<file path="src/rtl/mem_wb_stage.sv">
// MEM stage data-memory handshake plus the MEM/WB pipeline register.
// Result visible one edge after the completing cycle; upstream is held via stall_o until ack or timeout.
module mem_wb_stage #(
    parameter int unsigned TIMEOUT_CYCLES = 255
) (
    input  logic        clk_i,
    input  logic        rst_i,
    input  logic        MEM_RegWrite_i,
    input  logic        MEM_MemtoReg_i,
    input  logic        MEM_MemRead_i,
    input  logic        MEM_MemWrite_i,
    input  logic [31:0] MEM_ALUOut_i,
    input  logic [31:0] MEM_RS2data_i,
    input  logic [4:0]  MEM_RDaddr_i,
    output logic        mem_req_o,
    output logic        mem_we_o,
    output logic [31:0] mem_addr_o,
    output logic [31:0] mem_wdata_o,
    input  logic        mem_ack_i,
    input  logic [31:0] mem_rdata_i,
    output logic        stall_o,
    output logic        WB_RegWrite_o,
    output logic [4:0]  WB_RDaddr_o,
    output logic [31:0] WB_WriteData_o,
    output logic        mem_err_o
);

    typedef enum logic {
        ST_IDLE = 1'b0,
        ST_WAIT = 1'b1
    } state_t;

    localparam logic [7:0] CNT_LAST = 8'(TIMEOUT_CYCLES - 1);

    state_t      state_q, state_d;
    logic [7:0]  cnt_q, cnt_d;
    logic        wb_rw_q, wb_rw_d;
    logic [4:0]  wb_rd_q, wb_rd_d;
    logic [31:0] wb_dat_q, wb_dat_d;
    logic        err_q, err_d;

    logic        access;
    logic        aligned;
    logic        req;
    logic        misalign;
    logic        timeout_now;
    logic        req_out;
    logic        stall;
    logic        bubble;

    assign access  = MEM_MemRead_i | MEM_MemWrite_i;
    assign aligned = (MEM_ALUOut_i[1:0] == 2'b00);

    always_comb begin
        state_d     = state_q;
        cnt_d       = cnt_q;
        req         = 1'b0;
        misalign    = 1'b0;
        timeout_now = 1'b0;
        case (state_q)
            ST_IDLE: begin
                cnt_d = '0;
                if (access && aligned) begin
                    req = 1'b1;
                    if (!mem_ack_i) begin
                        state_d = ST_WAIT;
                    end
                end else if (access) begin
                    misalign = 1'b1;
                end
            end
            ST_WAIT: begin
                req = 1'b1;
                if (mem_ack_i) begin
                    state_d = ST_IDLE;
                end else if (cnt_q == CNT_LAST) begin
                    timeout_now = 1'b1;
                    state_d     = ST_IDLE;
                end else begin
                    cnt_d = cnt_q + 8'd1;
                end
            end
            default: begin
                state_d = ST_IDLE;
            end
        endcase
    end

    // Gating with reset drops the request immediately even while access inputs are still present.
    assign req_out = req & rst_i;
    assign stall   = req_out & ~mem_ack_i & ~timeout_now;
    assign bubble  = stall | timeout_now | misalign;

    always_comb begin
        wb_rw_d  = 1'b0;
        wb_rd_d  = '0;
        wb_dat_d = '0;
        if (!bubble) begin
            wb_rw_d  = MEM_RegWrite_i & ~MEM_MemWrite_i;
            wb_rd_d  = MEM_RDaddr_i;
            wb_dat_d = MEM_MemtoReg_i ? mem_rdata_i : MEM_ALUOut_i;
        end
    end

    assign err_d = err_q | timeout_now | misalign;

    always_ff @(posedge clk_i or negedge rst_i) begin
        if (!rst_i) begin
            state_q  <= ST_IDLE;
            cnt_q    <= '0;
            wb_rw_q  <= 1'b0;
            wb_rd_q  <= '0;
            wb_dat_q <= '0;
            err_q    <= 1'b0;
        end else begin
            state_q  <= state_d;
            cnt_q    <= cnt_d;
            wb_rw_q  <= wb_rw_d;
            wb_rd_q  <= wb_rd_d;
            wb_dat_q <= wb_dat_d;
            err_q    <= err_d;
        end
    end

    assign mem_req_o      = req_out;
    assign mem_we_o       = req_out & MEM_MemWrite_i;
    assign mem_addr_o     = req_out ? MEM_ALUOut_i : 32'h0;
    assign mem_wdata_o    = req_out ? MEM_RS2data_i : 32'h0;
    assign stall_o        = stall;
    assign WB_RegWrite_o  = wb_rw_q;
    assign WB_RDaddr_o    = wb_rd_q;
    assign WB_WriteData_o = wb_dat_q;
    assign mem_err_o      = err_q;

endmodule

</file>
<file path="config.mk">
export PLATFORM = sky130hd
export DESIGN_NAME = mem_wb_stage
export DESIGN_NICKNAME = d
export VERILOG_FILES = /design/src/rtl/mem_wb_stage.sv
export SDC_FILE = /design/constraint.sdc
export NUM_CORES = 1
export LEC_CHECK = 0
export ABC_AREA = 0
export BUFFER_PORTS_ARGS = -buffer_cell sky130_fd_sc_hd__buf_4
export CAP_MARGIN = 20
export CORE_AREA = 2 2 83 85
export CTS_CLUSTER_DIAMETER = 30
export DETAILED_ROUTE_END_ITERATION = 8
export DIE_AREA = 0 0 85 87
export HOLD_SLACK_MARGIN = 0.08
export PLACE_DENSITY = 0.85
export SLEW_MARGIN = 5
export SYNTH_ARGS = -nofsm -noshare
export SYNTH_HDL_FRONTEND = slang
export SYNTH_SLANG_ARGS = --single-unit
export TNS_END_PERCENT = 100
</file>
<file path="constraint.sdc">
create_clock -name clk_i -period 4.4 [get_ports clk_i]
set_input_delay 0.22 -clock clk_i [delete_from_list [all_inputs] [get_ports clk_i]]
set_output_delay 0.22 -clock clk_i [all_outputs]
set_load 0.05 [all_outputs]
</file>
==> impl_metrics.env <==
export IMPL_worst_path_stages=6
export IMPL_power_switching_w=0.000471
export IMPL_post_dp_cell_area_um2=4330
export IMPL_cp_slowest_cell="dlygate4sd3_1"
export IMPL_htree_levels=2
export IMPL_post_place_ws_ns=1.94
export IMPL_setup_slack_ns=1.68
export IMPL_r2r_start="cnt_q[0]"
export IMPL_yosys_cell_types_count=35
export IMPL_yosysWarnings=0
export IMPL_multi_input_area_um2=1400
export IMPL_first_pass_iters=5
export IMPL_core_area_um2=6570
export IMPL_power_density_nw_per_um2=280
export IMPL_drive_above_1_share_pct=49.9
export IMPL_drc_errors=0
export IMPL_fmax_ghz=0.368
export IMPL_critical_path_max_stage_delay_ns=0.53
export IMPL_cts_sinks=48
export IMPL_routed_wl_mm=8.81
export IMPL_cp_end_kind="primary output"
export IMPL_p_comb_share_pct=39.9
export IMPL_syn_inst=266
export IMPL_setup_viol=0
export IMPL_hold_viol_final=0
export IMPL_tightest_slew_ns=0.677
export IMPL_postSynthAreaPerCell_um2=10.2
export IMPL_design_area_um2=4450
export IMPL_rsz0062_at_grt="no"
export IMPL_yosysSeqAreaShare_pct=44.2
export IMPL_slew_headroom_pct=54.9
export IMPL_seq_area_um2=1200
export IMPL_grt_pass1_wl_mm=13.6
export IMPL_antenna_cells=0
export IMPL_p_sw_share_pct=37.8
export IMPL_critPathTopFamily="buffers and inverters"
export IMPL_root_buffer="clkbuf_8"
export IMPL_syn_area_um2=2720
export IMPL_dpl_hpwl_mm=6.59
export IMPL_whs_endpoint="WB_RegWrite_o"
export IMPL_path_class="input pin to primary output"
export IMPL_synthToLayoutAreaGrowth_pct=63.8
export IMPL_final_nets=572
export IMPL_synth_commonest_cells="68 x nor3b_1, 48 x dfrtp_1, 35 x mux2i_1, 33 x nor3_1, 15 x buf_2"
export IMPL_cts_buffers=5
export IMPL_status="completed"
export IMPL_viasPerCell=5.23
export IMPL_leakagePower_nw=2.26
export IMPL_finalCritPeriodShare_pct=61.8
export IMPL_cap_violations=0
export IMPL_initialDrtViolationCount=113
export IMPL_overflow=0
export IMPL_critPathRequiredTime_ns=4.18
export IMPL_vias=2840
export IMPL_grt_pass1_vias=2797
export IMPL_min_path_cells=2
export IMPL_synth_main_ff_cell="dfrtp_1"
export IMPL_dieArea_um2=7400
export IMPL_antenna_found_initial=0
export IMPL_ant_nets=0
export IMPL_p_int_w=0.000777
export IMPL_netlist_area_leader_share_pct=44.2
export IMPL_cts_max_path_buffers=2
export IMPL_synth_area_leaders="dfrtp_1 44%, nor3b_1 19%, mux2i_1 13%"
export IMPL_io_pins=214
export IMPL_crit_arrival_ns=2.50
export IMPL_rows=30
export IMPL_path_buf_inv=5
export IMPL_tritoncts="done"
export IMPL_yosys_cell_count_top_type="nor3b_1"
export IMPL_cts_resized=0
export IMPL_place_gp_congestion=0.765
export IMPL_synth_largest_area_cell="dfrtp_1"
export IMPL_hold_path_startpoint="MEM_MemWrite_i"
export IMPL_grt_usage_pct=22.8
export IMPL_reg2reg_to="WB_WriteData_o[22]"
export IMPL_wire_per_inst_um=16.2
export IMPL_synth_edf_count=0
export IMPL_syn_num_nets=376
export IMPL_skew_ns=0.00205
export IMPL_hold_class="input pin to register"
export IMPL_p_seq_share_pct=38.8
export IMPL_crit_path_start_kind="input pin"
export IMPL_start_util_pct=41.4
export IMPL_path_clk_slew_ns=0.08
export IMPL_reg2reg_depth=6
export IMPL_die_w_um=85
export IMPL_path_cells="dlygate4sd3_1, buf_4, inv_2, buf_12, a2111oi_0, buf_4"
export IMPL_peakVddDrop_v=0.000192
export IMPL_fin_setup_tns_ns=0
export IMPL_grt_max_degree=67
export IMPL_r2r_slack_ns=2.49
export IMPL_fillers=553
export IMPL_async_flop_share_pct=100
export IMPL_period_needed_ns=2.72
export IMPL_synth_seq_cells=48
export IMPL_die_h_um=87
export IMPL_crit_fanout=51
export IMPL_power_frac_clock_pct=21.3
export IMPL_final_max_slew_viol_count=0
export IMPL_cp_common_cell="buf_4"
export IMPL_portBuffers=213
export IMPL_clock_latency_ns=0.30
## per-stage QoR
stage,instances,hold WS [ns],total power (W),util [%]
2_1_floorplan,266,-0.0756,0.000793,-
3_3_place_gp,533,0.268,0.000981,65.9
3_5_place_dp,533,0.275,0.000991,65.9
4_1_cts,542,0.111,0.00126,67.5
5_1_grt,543,0.119,0.00131,67.8
6_report,543,0.116,0.00125,67.8
## worst max path at each step
stage,from,end,slack [ns]
6_report,rst_i,stall_o,1.68
2_1_floorplan,cnt_q[0],stall_o,0.80
3_5_place_dp,rst_i,WB_WriteData_o[22],1.94
4_1_cts,rst_i,stall_o,1.53
3_3_place_gp,rst_i,WB_WriteData_o[19],2.03
5_1_grt,rst_i,stall_o,1.39
## layout make-up
| class | count | share of cell area [%] |
|---|---|---|
| multi-input cells | 186 | 31.3 |
| clock inverters | 1 | 0.169 |
| well taps | 80 | 2.25 |
| flip-flops and latches | 48 | 27.0 |
| repair buffers | 218 | 37.1 |
| clock buffers | 7 | 1.94 |
| inverters | 3 | 0.253 |
## flip-flops by register name (all words and copies together), names as in the netlist
| signal | count |
|---|---|
| WB_WriteData_o | 32 |
| cnt_q | 8 |
| WB_RDaddr_o | 5 |
| WB_RegWrite_o | 1 |
| mem_err_o | 1 |
| state_q | 1 |
## cell usage in the layout, fill, tap and decap left out, types with 2 or more instances in the layout
cell	synthesis	routed
and3_1	4	4
nand3_1	2	2
nor3_1	33	33
inv_1	3	2
clkbuf_8	0	6
dfrtp_1	48	48
nor2_1	4	4
ha_1	2	2
buf_4	1	216
nand4_1	2	2
mux2i_1	35	35
nand2_1	6	6
a31oi_1	2	2
nand2b_1	2	2
o21ai_0	4	4
nor3b_1	68	68
and3b_1	3	3
a21oi_1	5	4
## worst register-to-register path: cells and delay by family (launching register included)
kind / cells / cell delay (ns)
adder cells (fa/ha/maj): 1 / 0.23
buffers and inverters: 2 / 0.50
flip-flops: 1 / 0.43
AND/OR/NAND/NOR: 3 / 0.61
## metal layers
metal,GRT usage [%],up-vias,routed length (um)
li1,-,1358,-
met1,26.1,1337,3340
met2,41.3,133,4550
met3,5.31,12,744
met4,8.51,0,174
met5,0,-,0
## cells by family after synthesis
group	Yosys count	share of synthesized area, %
DFF	48	44.2
muxes	35	12.9
and+or+nand+nor	133	32.7
adders and majority gates	2	0.920
AOI/OAI and AO/OA	16	3.73
buffers and inverters	32	5.57
## power by group through the flow
stage	Clock [W]	Sequential, W	Combinational (W)
6_report	0.000266	0.000485	0.000498
5_1_grt	0.000296	0.000488	0.000524
4_1_cts	0.000274	0.000485	0.000499
3_5_place_dp	0	0.000494	0.000498
3_3_place_gp	0	0.000492	0.000489
2_1_floorplan	0	0.000596	0.000197
## what timing repair did
item | 4_1_cts | 5_1_grt
endpoints found under the hold margin | 48 | 0
setup buffers | 0 | 0
hold buffers | 1 | 0
No activity file was read; power rests on OpenSTA's default activity.
